File: config.mk
export PLATFORM = sky130hd
export DESIGN_NAME = lsu_wb_stage
export DESIGN_NICKNAME = d
export VERILOG_FILES = /design/src/rtl/lsu_wb_stage.sv
export SDC_FILE = /design/constraint.sdc
export NUM_CORES = 1
export LEC_CHECK = 0
export ABC_AREA = 1
export CAP_MARGIN = 15
export CORE_ASPECT_RATIO = 1.5
export CORE_MARGIN = 4
export CORE_UTILIZATION = 45
export CTS_BUF_LIST = sky130_fd_sc_hd__clkbuf_16
export DETAILED_ROUTE_END_ITERATION = 8
export PLACE_DENSITY_LB_ADDON = 0.2
export SYNTH_ARGS = -nofsm -noshare
export SYNTH_HDL_FRONTEND = slang
export SYNTH_SLANG_ARGS = --single-unit
export TNS_END_PERCENT = 10
File: constraint.sdc
create_clock -name clk_i -period 3.3 [get_ports clk_i]
set_input_delay 0.66 -clock clk_i [delete_from_list [all_inputs] [get_ports clk_i]]
set_output_delay 0.66 -clock clk_i [all_outputs]
set_load 0.1 [all_outputs]
File: src/rtl/lsu_wb_stage.sv
// lsu_wb_stage: memory/writeback stage of the 3-stage core.
// Runs loads and stores over a req/ack data bus, formats load data,
// selects the writeback value and drives the register-file write port.
// stall_o holds the upstream pipeline while a bus access is in flight.
// Optional feature macro: LSU_MISALIGN_TRAP_EN (misaligned access detection).
module lsu_wb_stage #(
  parameter int unsigned DW   = 32,
  parameter int unsigned REGW = 5
) (
  input  logic            clk_i,
  input  logic            rst_ni,
  input  logic [DW-1:0]   alu_out_m,
  input  logic [DW-1:0]   write_data_m,
  input  logic [REGW-1:0] rd_m,
  input  logic [DW-1:0]   pc_plus_4_m,
  input  logic            reg_write_m,
  input  logic [1:0]      wb_sel_m,
  input  logic            mem_write_m,
  input  logic [2:0]      func3_m,
  input  logic [DW-1:0]   csr_rdata_m,
  output logic            dbus_req_o,
  output logic            dbus_we_o,
  output logic [DW-1:0]   dbus_addr_o,
  output logic [DW-1:0]   dbus_wdata_o,
  output logic [3:0]      dbus_be_o,
  input  logic            dbus_ack_i,
  input  logic [DW-1:0]   dbus_rdata_i,
  output logic            stall_o,
  output logic            rf_we_o,
  output logic [REGW-1:0] rf_waddr_o,
  output logic [DW-1:0]   rf_wdata_o,
  output logic            misalign_o
);

  typedef enum logic [1:0] {S_IDLE, S_REQ, S_DONE} state_t;

  state_t          r_state;
  logic            r_req;
  logic            r_we;
  logic [DW-1:0]   r_addr;
  logic [DW-1:0]   r_wdata;
  logic [3:0]      r_be;
  logic [DW-1:0]   r_ldata;
  logic            r_trap;

  logic            w_is_load;
  logic            w_mem_op;
  logic            w_misalign;
  logic            w_wb_ok;
  logic [3:0]      w_st_be;
  logic [DW-1:0]   w_st_wdata;
  logic [7:0]      w_byte;
  logic [15:0]     w_half;
  logic [DW-1:0]   w_ldata;

  assign w_is_load = ~mem_write_m & (wb_sel_m == 2'b01);
  assign w_mem_op  = mem_write_m | (wb_sel_m == 2'b01);
  assign w_wb_ok   = reg_write_m & (rd_m != '0);

  // Store byte enables and lane-replicated store data
  always_comb begin
    w_st_be    = 4'b0000;
    w_st_wdata = write_data_m;
    case (func3_m)
      3'b000: begin
        w_st_be    = 4'(4'b0001 << alu_out_m[1:0]);
        w_st_wdata = {4{write_data_m[7:0]}};
      end
      3'b001: begin
        w_st_be    = alu_out_m[1] ? 4'b1100 : 4'b0011;
        w_st_wdata = {2{write_data_m[15:0]}};
      end
      3'b010:  w_st_be = 4'b1111;
      default: w_st_be = 4'b0000;
    endcase
  end

  // Load lane selection and sign/zero extension
  always_comb begin
    case (alu_out_m[1:0])
      2'd0:    w_byte = dbus_rdata_i[7:0];
      2'd1:    w_byte = dbus_rdata_i[15:8];
      2'd2:    w_byte = dbus_rdata_i[23:16];
      default: w_byte = dbus_rdata_i[31:24];
    endcase
    w_half = alu_out_m[1] ? dbus_rdata_i[31:16] : dbus_rdata_i[15:0];
    case (func3_m)
      3'b000:  w_ldata = {{24{w_byte[7]}}, w_byte};
      3'b001:  w_ldata = {{16{w_half[15]}}, w_half};
      3'b010:  w_ldata = dbus_rdata_i;
      3'b100:  w_ldata = {24'd0, w_byte};
      3'b101:  w_ldata = {16'd0, w_half};
      default: w_ldata = '0;
    endcase
  end

`ifdef LSU_MISALIGN_TRAP_EN
  // Halfword accesses need a[0]=0, word accesses need a[1:0]=0
  always_comb begin
    w_misalign = 1'b0;
    if (w_mem_op) begin
      if ((func3_m == 3'b001) || (w_is_load && (func3_m == 3'b101)))
        w_misalign = alu_out_m[0];
      else if (func3_m == 3'b010)
        w_misalign = |alu_out_m[1:0];
    end
  end
  assign misalign_o = rst_ni & (r_state == S_IDLE) & w_misalign;
`else
  assign w_misalign = 1'b0;
  assign misalign_o = 1'b0;
`endif

  // Bus transaction FSM with registered request fields and load data
  always_ff @(posedge clk_i or negedge rst_ni) begin
    if (!rst_ni) begin
      r_state <= S_IDLE;
      r_req   <= 1'b0;
      r_we    <= 1'b0;
      r_addr  <= '0;
      r_wdata <= '0;
      r_be    <= 4'b0000;
      r_ldata <= '0;
      r_trap  <= 1'b0;
    end else begin
      case (r_state)
        S_IDLE: begin
          r_trap <= 1'b0;
          if (w_mem_op) begin
            if (w_misalign) begin
              r_trap  <= 1'b1;
              r_state <= S_DONE;
            end else begin
              r_req   <= 1'b1;
              r_we    <= mem_write_m;
              r_addr  <= {alu_out_m[DW-1:2], 2'b00};
              r_wdata <= w_st_wdata;
              r_be    <= mem_write_m ? w_st_be : 4'b1111;
              r_state <= S_REQ;
            end
          end
        end
        S_REQ: begin
          if (dbus_ack_i) begin
            r_req   <= 1'b0;
            r_we    <= 1'b0;
            r_ldata <= w_ldata;
            r_state <= S_DONE;
          end
        end
        S_DONE: begin
          r_trap  <= 1'b0;
          r_state <= S_IDLE;
        end
        default: r_state <= S_IDLE;
      endcase
    end
  end

  // Writeback value select
  always_comb begin
    case (wb_sel_m)
      2'b00:   rf_wdata_o = alu_out_m;
      2'b01:   rf_wdata_o = r_ldata;
      2'b10:   rf_wdata_o = pc_plus_4_m;
      default: rf_wdata_o = csr_rdata_m;
    endcase
  end

  assign stall_o = rst_ni & (((r_state == S_IDLE) & w_mem_op) | (r_state == S_REQ));
  assign rf_we_o = rst_ni & w_wb_ok &
                   (((r_state == S_IDLE) & ~w_mem_op) |
                    ((r_state == S_DONE) & w_is_load & ~r_trap));
  assign rf_waddr_o   = rd_m;
  assign dbus_req_o   = r_req;
  assign dbus_we_o    = r_we;
  assign dbus_addr_o  = r_addr;
  assign dbus_wdata_o = r_wdata;
  assign dbus_be_o    = r_be;

endmodule

==> impl_metrics.yaml, run 1 <==
place:
  placed_cells: 1376
  gp_congestion: 0.919
  post-dp-hpwl_um: 17600
  placed_area_um2: 9190
  post-place-ws_ns: 0.492
  place.port_buffers: 281
detailed_routing:
  wire_per_inst_um: 16.1
  drc: 0
  first_pass_iters: 7
  vias: 7075
  drt-initial-drc-count: 395
  ant_nets: 0
  drt_wl_total_um: 22300
  vias_per_cell: 5.08
logic_synthesis:
  synth.distinct_cells: 20
  netlist_top_cells_count: "531 x nand2_1, 102 x dfrtp_1, 67 x nor2_1"
  ys.flop_type: "dfrtp_1"
  ys_seq_elements: 102
  netlist_instances: 971
  syn_area_um2: 6160
  synth_area_leaders: "dfrtp_1 41%, nand2_1 32%, nand3_1 4.5%"
  synthArstFlopShare_pct: 100
  yosysWarnings: 0
  yosysTopAreaCellShare_pct: 41.4
  synth_most_common_cell: "nand2_1"
  yosysSeqAreaShare_pct: 41.4
  synth_area_per_cell_um2: 6.35
  yosys.area.top_type: "dfrtp_1"
  synth-edff-count: 0
setup_path:
  crit_family: "buffers and inverters"
  critPathRequiredTime_ns: 2.64
  start_kind: "input port"
  crit_type: "in2out"
  endpoint_kind: "primary output"
  crit_fanout: 32
  worst_path_largest_cell_delay_ns: 0.51
  critical_path_buf_inv_count: 4
  worstPathArrival_ns: 2.16
  crit_chain: "clkdlybuf4s50_1 -> inv_1 -> nor2_2 -> buf_4 -> nand2_1 -> nand4_1 -> buf_12"
  crit_slowest_cell: "clkdlybuf4s50_1"
final_layout:
  seq_area_um2: 2550
  drive_above_1_share_pct: 12.8
  diodes: 0
  postLayoutCellArea_um2: 9470
  fillCellCount: 1159
  multiInputGateArea_um2: 3090
  nets: 1400
  fin_cells: 1392
  fin_util_pct: 70.3
  area_delta_synth_final_pct: 53.6
global_route:
  antenna_found_initial: 0
  track_usage_pct: 27.9
  grt_pass1_vias: 6787
  grt_max_degree: 45
  grt_overflow_total: 0
  grt_pass1_wl_um: 34900
clock_tree:
  insertion_delay_ns: 0.34
  clk_path_buf_depth: 2
  cts_sinks: 102
  cts_max_level: 3
  root_buffer: "clkbuf_16"
  ctsHoldBuffers: 0
  path_clk_slew_ns: 0.07
  cts_setup_buffers: 0
  cts_buffers: 9
  cts_tree: "yes"
  cts_resized: 0
run_status:
  outcome: "finished clean"
sta:
  rsz0062_at_grt: "no"
  fin_crit_sh_pct: 85.3
  setup-tns-final_ns: 0
  fmax_ghz: 0.355
  slew_violations: 0
  hold_violations: 0
  postLayoutSetupSlackWorst_ns: 0.484
  period_needed_ns: 2.82
  maxSlewHeadroom_pct: 34.0
  finalSetupViolations: 0
  tightest_slew_ns: 0.990
  clock_skew_ns: 0.00757
floorplanning:
  core_area_um2: 13500
  rows: 52
  start_util_pct: 45.8
  die_w_um: 104
  dieArea_um2: 15700
  die_y_um: 151
  io_pins: 285
pwr:
  power-per-cell-area_nw_per_um2: 988
  ir_drop_mv: 0.731
  leakagePower_nw: 4.95
hold_path:
  hold_path.class: "in2async"
job:
  maxCapViolations: 0
[cell type report]
cell class / count / share of cell area, %
Clock inverter: 7 / 0.595
Inverter: 63 / 2.50
Tap cell: 162 / 2.14
Clock buffer: 9 / 2.38
Multi-Input combinational cell: 750 / 32.7
Timing Repair Buffer: 299 / 32.8
Sequential cell: 102 / 27.0
[path summary, 6_finish.rpt]
kind / from / endpoint / slack [ns] / depth (start not counted)
max in group asynchronous: rst_ni / r_ldata[25]$_DFFE_PN0P_ / 2.16 / 2
min in group clk_i: dbus_req_o$_DFFE_PN0P_ / dbus_req_o$_DFFE_PN0P_ / 0.48 / 2
setup / recovery: wb_sel_m[1] / rf_wdata_o[2] / 0.48 / 7
hold / removal: rst_ni / dbus_wdata_o[26]$_DFFE_PN0P_ / 0.23 / 1
hold reg to reg: dbus_req_o$_DFFE_PN0P_ / dbus_req_o$_DFFE_PN0P_ / 0.48 / 2
setup reg to reg: r_state[1]$_DFFE_PN0P_ / dbus_wdata_o[15]$_DFFE_PN0P_ / 1.56 / 6
[logic make-up (layout without fill, tap and decap cells)]
logic type	after synthesis	in the layout	share of synthesized area [%]
other	1	3	0.0609
AOI/OAI and AO/OA	48	48	3.94
DFF	102	102	41.4
buffers and inverters	121	378	8.65
and+or+nand+nor	699	699	45.9
[worst reg2reg max path: stages (launching register included)]
cell and delay [ns]:
dfrtp_1 0.40, nor2_1 0.22, nand2_2 0.14, inv_2 0.36
buf_4 0.34, nor2_1 0.07, a21oi_1 0.13
[where the power goes]
part           total [mW]  switching [mW]  internal (mW)  leakage [nW]
registers            2.19           0.342           1.84          1.26
logic                6.16            4.77           1.39          3.55
clock network        1.01           0.487          0.523         0.137
total                9.36            5.60           3.76          4.95
[layer usage]
layer / wire (um) / track usage [%]
met5: 0 / 0
met4: 649 / 9.31
met3: 1390 / 5.37
met2: 11700 / 50.2
met1: 8630 / 33.7
[cell usage in the layout (no fill, tap or decap), types with 3 or more instances in the layout]
master / Yosys / final
nor2_2: 2 / 4
a21oi_1: 39 / 39
nand4_1: 36 / 36
nor2_1: 67 / 65
nand2_2: 3 / 4
conb_1: 1 / 3
dfrtp_1: 102 / 102
inv_1: 59 / 58
inv_2: 4 / 5
clkdlybuf4s50_1: 0 / 173
buf_12: 0 / 34
clkbuf_16: 0 / 9
o21ai_0: 8 / 8
nand2_1: 531 / 530
buf_4: 14 / 92
nand3_1: 55 / 55
[registers in the layout (all words and copies together) (netlist names)]
signal,count
dbus_wdata_o,32
r_ldata,32
dbus_req_o,1
dbus_we_o,1
r_state,2
dbus_be_o,4
dbus_addr_o,30
[stage by stage]
| stage | hold WS (ns) | power [mW] |
|---|---|---|
| after CTS | 0.240 | 9.40 |
| final | 0.231 | 9.36 |
| after detailed placement | 0.466 | 8.38 |
| after global routing | 0.256 | 9.77 |
| after floorplan | 0.364 | 6.69 |
| after global placement | 0.461 | 8.31 |
No activity file was read; power rests on OpenSTA's default activity.
==> inputs of run 2 (changes only) <==
--- a/config.mk
+++ b/config.mk
@@ -10,7 +10,6 @@
 export CORE_ASPECT_RATIO = 1.5
 export CORE_MARGIN = 4
 export CORE_UTILIZATION = 45
-export CTS_BUF_LIST = sky130_fd_sc_hd__clkbuf_16
 export DETAILED_ROUTE_END_ITERATION = 8
 export PLACE_DENSITY_LB_ADDON = 0.2
 export SYNTH_ARGS = -nofsm -noshare
==> run 2 against run 1 <==
Against the previous run:
- critical endpoint unchanged
- core utilization is 0.074 points higher
- total power increased by 0.29%
- fmax barely moved
- largest cell class unchanged
- hold slack about the same
==> impl_metrics.yaml, run 2 (synthesized netlist as in run 1, its figures left out) <==
global_route:
  grt_max_degree: 45
  antenna_found_initial: 0
  grt_overflow_total: 0
  grt_pass1_vias: 6780
  grt_pass1_wl_um: 34900
  track_usage_pct: 27.9
clock_tree:
  cts_resized: 0
  cts_sinks: 102
  ctsHoldBuffers: 0
  insertion_delay_ns: 0.34
  root_buffer: "clkbuf_16"
  cts_setup_buffers: 0
  clk_path_buf_depth: 2
  cts_buffers: 9
  cts_tree: "yes"
  path_clk_slew_ns: 0.07
  cts_max_level: 3
pwr:
  seq_power_share_pct: 23.3
  switchingPower_mw: 5.60
  p_int_mw: 3.78
  power-per-cell-area_nw_per_um2: 990
  pwr-share-clk_pct: 11.0
  leakagePower_nw: 4.95
  ir_drop_mv: 0.731
  swShare_pct: 59.7
  p_comb_share_pct: 65.7
detailed_routing:
  drt_wl_total_um: 22300
  drt-initial-drc-count: 365
  ant_nets: 0
  vias_per_cell: 5.09
  wire_per_inst_um: 16.0
  drc: 0
  first_pass_iters: 5
  vias: 7090
sta:
  setup-tns-final_ns: 0
  rsz0062_at_grt: "no"
  maxSlewHeadroom_pct: 34.3
  period_needed_ns: 2.82
  slew_violations: 0
  fin_crit_sh_pct: 85.3
  tightest_slew_ns: 0.985
  hold_violations: 0
  fmax_ghz: 0.355
  finalSetupViolations: 0
  clock_skew_ns: 0.00855
place:
  placed_cells: 1376
  place.port_buffers: 281
  gp_congestion: 0.919
  post-dp-hpwl_um: 17600
  placed_area_um2: 9190
final_layout:
  layout_commonest_cell: "nand2_1"
  drive_above_1_share_pct: 12.9
  postLayoutCellArea_um2: 9480
  area_delta_synth_final_pct: 53.8
  fin_util_pct: 70.4
  fin_cells: 1392
  layout_common_cells: "530 x nand2_1, 173 x clkdlybuf4s50_1, 102 x dfrtp_1"
  nets: 1400
  diodes: 0
run_status:
  outcome: "finished clean"
floorplanning:
  start_util_pct: 45.8
  die_w_um: 104
  io_pins: 285
  core_area_um2: 13500
  die_y_um: 151
  dieArea_um2: 15700
  rows: 52
setup_path:
  endpoint_kind: "primary output"
  crit_family: "buffers and inverters"
  crit_type: "in2out"
  critPathRequiredTime_ns: 2.64
  crit_chain: "clkdlybuf4s50_1 -> inv_1 -> nor2_2 -> buf_4 -> nand2_1 -> nand4_1 -> buf_12"
  crit_fanout: 32
  worstPathArrival_ns: 2.16
  start_kind: "input port"
  crit_slowest_cell: "clkdlybuf4s50_1"
  worst_path_largest_cell_delay_ns: 0.51
  critical_path_buf_inv_count: 4
job:
  maxCapViolations: 0
hold_path:
  hold_path.class: "in2async"
[run 2: cell types whose count changed in the layout (fill, tap and decap cells not counted)]
| cell | before | now |
|---|---|---|
| clkinv_1 | 1 | 0 |
| clkbuf_8 | 0 | 1 |
[run 2: worst paths after layout]
path / start / end / slack (ns) / depth (start not counted)
hold / removal: rst_ni / dbus_wdata_o[26]$_DFFE_PN0P_ / 0.23 / 1
max in group asynchronous: rst_ni / r_ldata[25]$_DFFE_PN0P_ / 2.16 / 2
min in group clk_i: dbus_addr_o[12]$_DFFE_PN0P_ / dbus_addr_o[12]$_DFFE_PN0P_ / 0.48 / 2
setup reg to reg: r_state[1]$_DFFE_PN0P_ / dbus_wdata_o[15]$_DFFE_PN0P_ / 1.57 / 6
hold reg to reg: dbus_addr_o[12]$_DFFE_PN0P_ / dbus_addr_o[12]$_DFFE_PN0P_ / 0.48 / 2
setup / recovery: wb_sel_m[1] / rf_wdata_o[2] / 0.48 / 7
[run 2: layout make-up]
type | instances | area [um2]
Multi-Input combinational cell | 750 | 3090
Sequential cell | 102 | 2550
Tap cell | 162 | 203
Timing Repair Buffer | 299 | 3100
Fill cell | 1157 | 3990
Clock buffer | 10 | 239
Clock inverter | 6 | 52.6
Inverter | 63 | 236
[run 2: power groups by stage]
stage	sequential, mW	combinational (mW)	clock [mW]
after floorplan	5.07	1.62	0
after global placement	2.18	6.13	0
after detailed placement	2.20	6.18	0
after CTS	2.18	6.19	1.06
after global routing	2.25	6.43	1.12
final	2.18	6.16	1.04
[run 2: per-layer routing]
metal / global-route usage (%) / part of all wire (%)
met1: 33.8 / 38
met2: 50.2 / 52
met3: 5.37 / 6.6
met4: 9.31 / 2.9
met5: 0 / 0
[run 2: metrics by stage]
step	power, mW	hold WS (ns)	worst slack [ns]
CTS	9.43	0.240	0.485
floorplan	6.69	0.364	0.120
finish	9.38	0.231	0.484
global placement	8.31	0.461	0.517
global route	9.80	0.256	0.382
detailed placement	8.38	0.466	0.492
==> inputs of run 3 (changes only) <==
--- a/config.mk
+++ b/config.mk
@@ -9,7 +9,7 @@
 export CAP_MARGIN = 15
 export CORE_ASPECT_RATIO = 1.5
 export CORE_MARGIN = 4
-export CORE_UTILIZATION = 45
+export CORE_UTILIZATION = 30
 export DETAILED_ROUTE_END_ITERATION = 8
 export PLACE_DENSITY_LB_ADDON = 0.2
 export SYNTH_ARGS = -nofsm -noshare
==> run 3 against run 2 <==
Against the previous run:
- setup slack better by 0.013 ns
- global-route usage shrank 6.9 points
- hold slack gained 0.0094 ns
- largest power group unchanged
- fmax increased by 0.47%
- total power rose by 1.3%
- combinational power hardly changed
- final cell count is 7.5% higher
- sequential power is 2% higher
- flip-flop and latch count stayed put
- die area rose by 46%
- first-iteration DRC count grew 7.7%
==> impl_metrics.yaml, run 3 (synthesized netlist as in run 1, its figures left out) <==
run_status:
  outcome: "finished clean"
final_layout:
  nets: 1403
  multiInputGateArea_um2: 3090
  fillCellCount: 2118
  layout_commonest_cell: "nand2_1"
  drive_above_1_share_pct: 13.1
  seq_area_um2: 2550
  area_delta_synth_final_pct: 56.9
  diodes: 0
  layout_common_cells: "530 x nand2_1, 173 x clkdlybuf4s50_1, 102 x dfrtp_1"
sta:
  period_needed_ns: 2.80
  maxSlewHeadroom_pct: 56.6
  finalSetupViolations: 0
  rsz0062_at_grt: "no"
  hold_violations: 0
  slew_violations: 0
  clock_skew_ns: 0.00714
  postLayoutSetupSlackWorst_ns: 0.497
  setup-tns-final_ns: 0
  whs_ns: 0.240
  fin_crit_sh_pct: 84.9
  fmax_ghz: 0.357
  tightest_slew_ns: 0.649
place:
  post-place-ws_ns: 0.482
  post-dp-hpwl_um: 19300
  gp_congestion: 0.899
  place.port_buffers: 281
clock_tree:
  path_clk_slew_ns: 0.07
  cts_tree: "yes"
  clk_path_buf_depth: 2
  insertion_delay_ns: 0.35
  cts_sinks: 102
  cts_resized: 0
  ctsHoldBuffers: 0
  cts_setup_buffers: 0
  cts_buffers: 9
  cts_max_level: 3
  root_buffer: "clkbuf_16"
detailed_routing:
  vias_per_cell: 4.68
  wire_per_inst_um: 16.5
  first_pass_iters: 5
  drt-initial-drc-count: 393
  ant_nets: 0
  vias: 7009
  drc: 0
  drt_wl_total_um: 24700
floorplanning:
  start_util_pct: 30.3
  core_area_um2: 20300
  dieArea_um2: 22900
  die_w_um: 125
  rows: 64
  io_pins: 285
  die_y_um: 184
global_route:
  grt_overflow_total: 0
  track_usage_pct: 21.0
  grt_max_degree: 53
  grt_pass1_wl_um: 38600
  grt_pass1_vias: 6960
  antenna_found_initial: 0
pwr:
  total_power_mw: 9.50
  leakagePower_nw: 4.97
  seq_power_share_pct: 23.4
  switchingPower_mw: 5.66
  pwr-share-clk_pct: 11.6
  p_comb_share_pct: 65.1
  ir_drop_mv: 0.463
  swShare_pct: 59.5
  power-per-cell-area_nw_per_um2: 982
  p_int_mw: 3.84
setup_path:
  crit_family: "buffers and inverters"
  crit_slowest_cell: "clkdlybuf4s50_1"
  endpoint_kind: "primary output"
  worstPathArrival_ns: 2.14
  start_kind: "input port"
  worst_path_largest_cell_delay_ns: 0.55
  crit_fanout: 20
  crit_type: "in2out"
  critPathRequiredTime_ns: 2.64
  crit_chain: "clkdlybuf4s50_1 -> nand2_1 -> inv_1 -> buf_4 -> nand2_1 -> nand4_1 -> buf_12"
  crit_top_cell: "nand2_1"
  critical_path_buf_inv_count: 4
job:
  maxCapViolations: 0
hold_path:
  hold_path.class: "in2async"
-- run 3: cell count changes in the layout (fill, tap and decap cells not counted) --
cell and change:
inv_8 -2, bufinv_16 +1, buf_12 +2, clkbuf_8 -1
buf_4 +1, clkinvlp_4 +1, clkinv_8 +1
-- run 3: worst paths after layout --
kind | end | start | depth (start not counted) | slack (ns)
hold / removal | dbus_wdata_o[15]$_DFFE_PN0P_ | rst_ni | 1 | 0.24
hold reg to reg | dbus_req_o$_DFFE_PN0P_ | dbus_req_o$_DFFE_PN0P_ | 2 | 0.48
setup / recovery | rf_wdata_o[17] | wb_sel_m[0] | 7 | 0.50
max in group asynchronous | r_ldata[11]$_DFFE_PN0P_ | rst_ni | 2 | 2.16
setup reg to reg | dbus_wdata_o[12]$_DFFE_PN0P_ | r_state[1]$_DFFE_PN0P_ | 7 | 1.52
min in group clk_i | dbus_req_o$_DFFE_PN0P_ | dbus_req_o$_DFFE_PN0P_ | 2 | 0.48
-- run 3: worst register-to-register path: stages, from the launching register on --
cell     delay, ns
dfrtp_1       0.39
nor2_1        0.22
nand2_2       0.10
buf_4         0.22
inv_2         0.08
buf_4         0.45
nor2_1        0.09
a21oi_1       0.16
-- run 3: layout make-up --
class	instances	area share, %
repair buffers	302	32.6
multi-input cells	750	32.0
flip-flops and latches	102	26.4
well taps	264	3.42
inverters	63	2.45
clock buffers	9	2.33
clock inverters	7	0.867
-- run 3: per-stage QoR --
| step | util (%) | instance area [um2] | instances |
|---|---|---|---|
| floorplan | - | 6170 | 973 |
| global placement | 46.0 | 9360 | 1481 |
| detailed placement | 46.0 | 9360 | 1481 |
| CTS | 47.5 | 9670 | 1497 |
| global route | 47.5 | 9670 | 1497 |
| finish | 47.5 | 9670 | 1497 |
-- run 3: power groups by stage --
stage	Clock (mW)	Combinational, mW	Sequential, mW
4_1_cts	1.14	6.23	2.24
6_report	1.10	6.18	2.22
3_3_place_gp	0	6.19	2.26
2_1_floorplan	0	1.62	5.07
3_5_place_dp	0	6.22	2.25
5_1_grt	1.19	6.45	2.30
-- run 3: metal layers --
layer,track usage [%],vias to the layer above,share of wire [%]
met3,3.52,24,5.3
li1,-,3526,-
met1,25.0,3208,40
met2,39.0,251,53
met4,5.82,0,2.0
met5,0,-,0
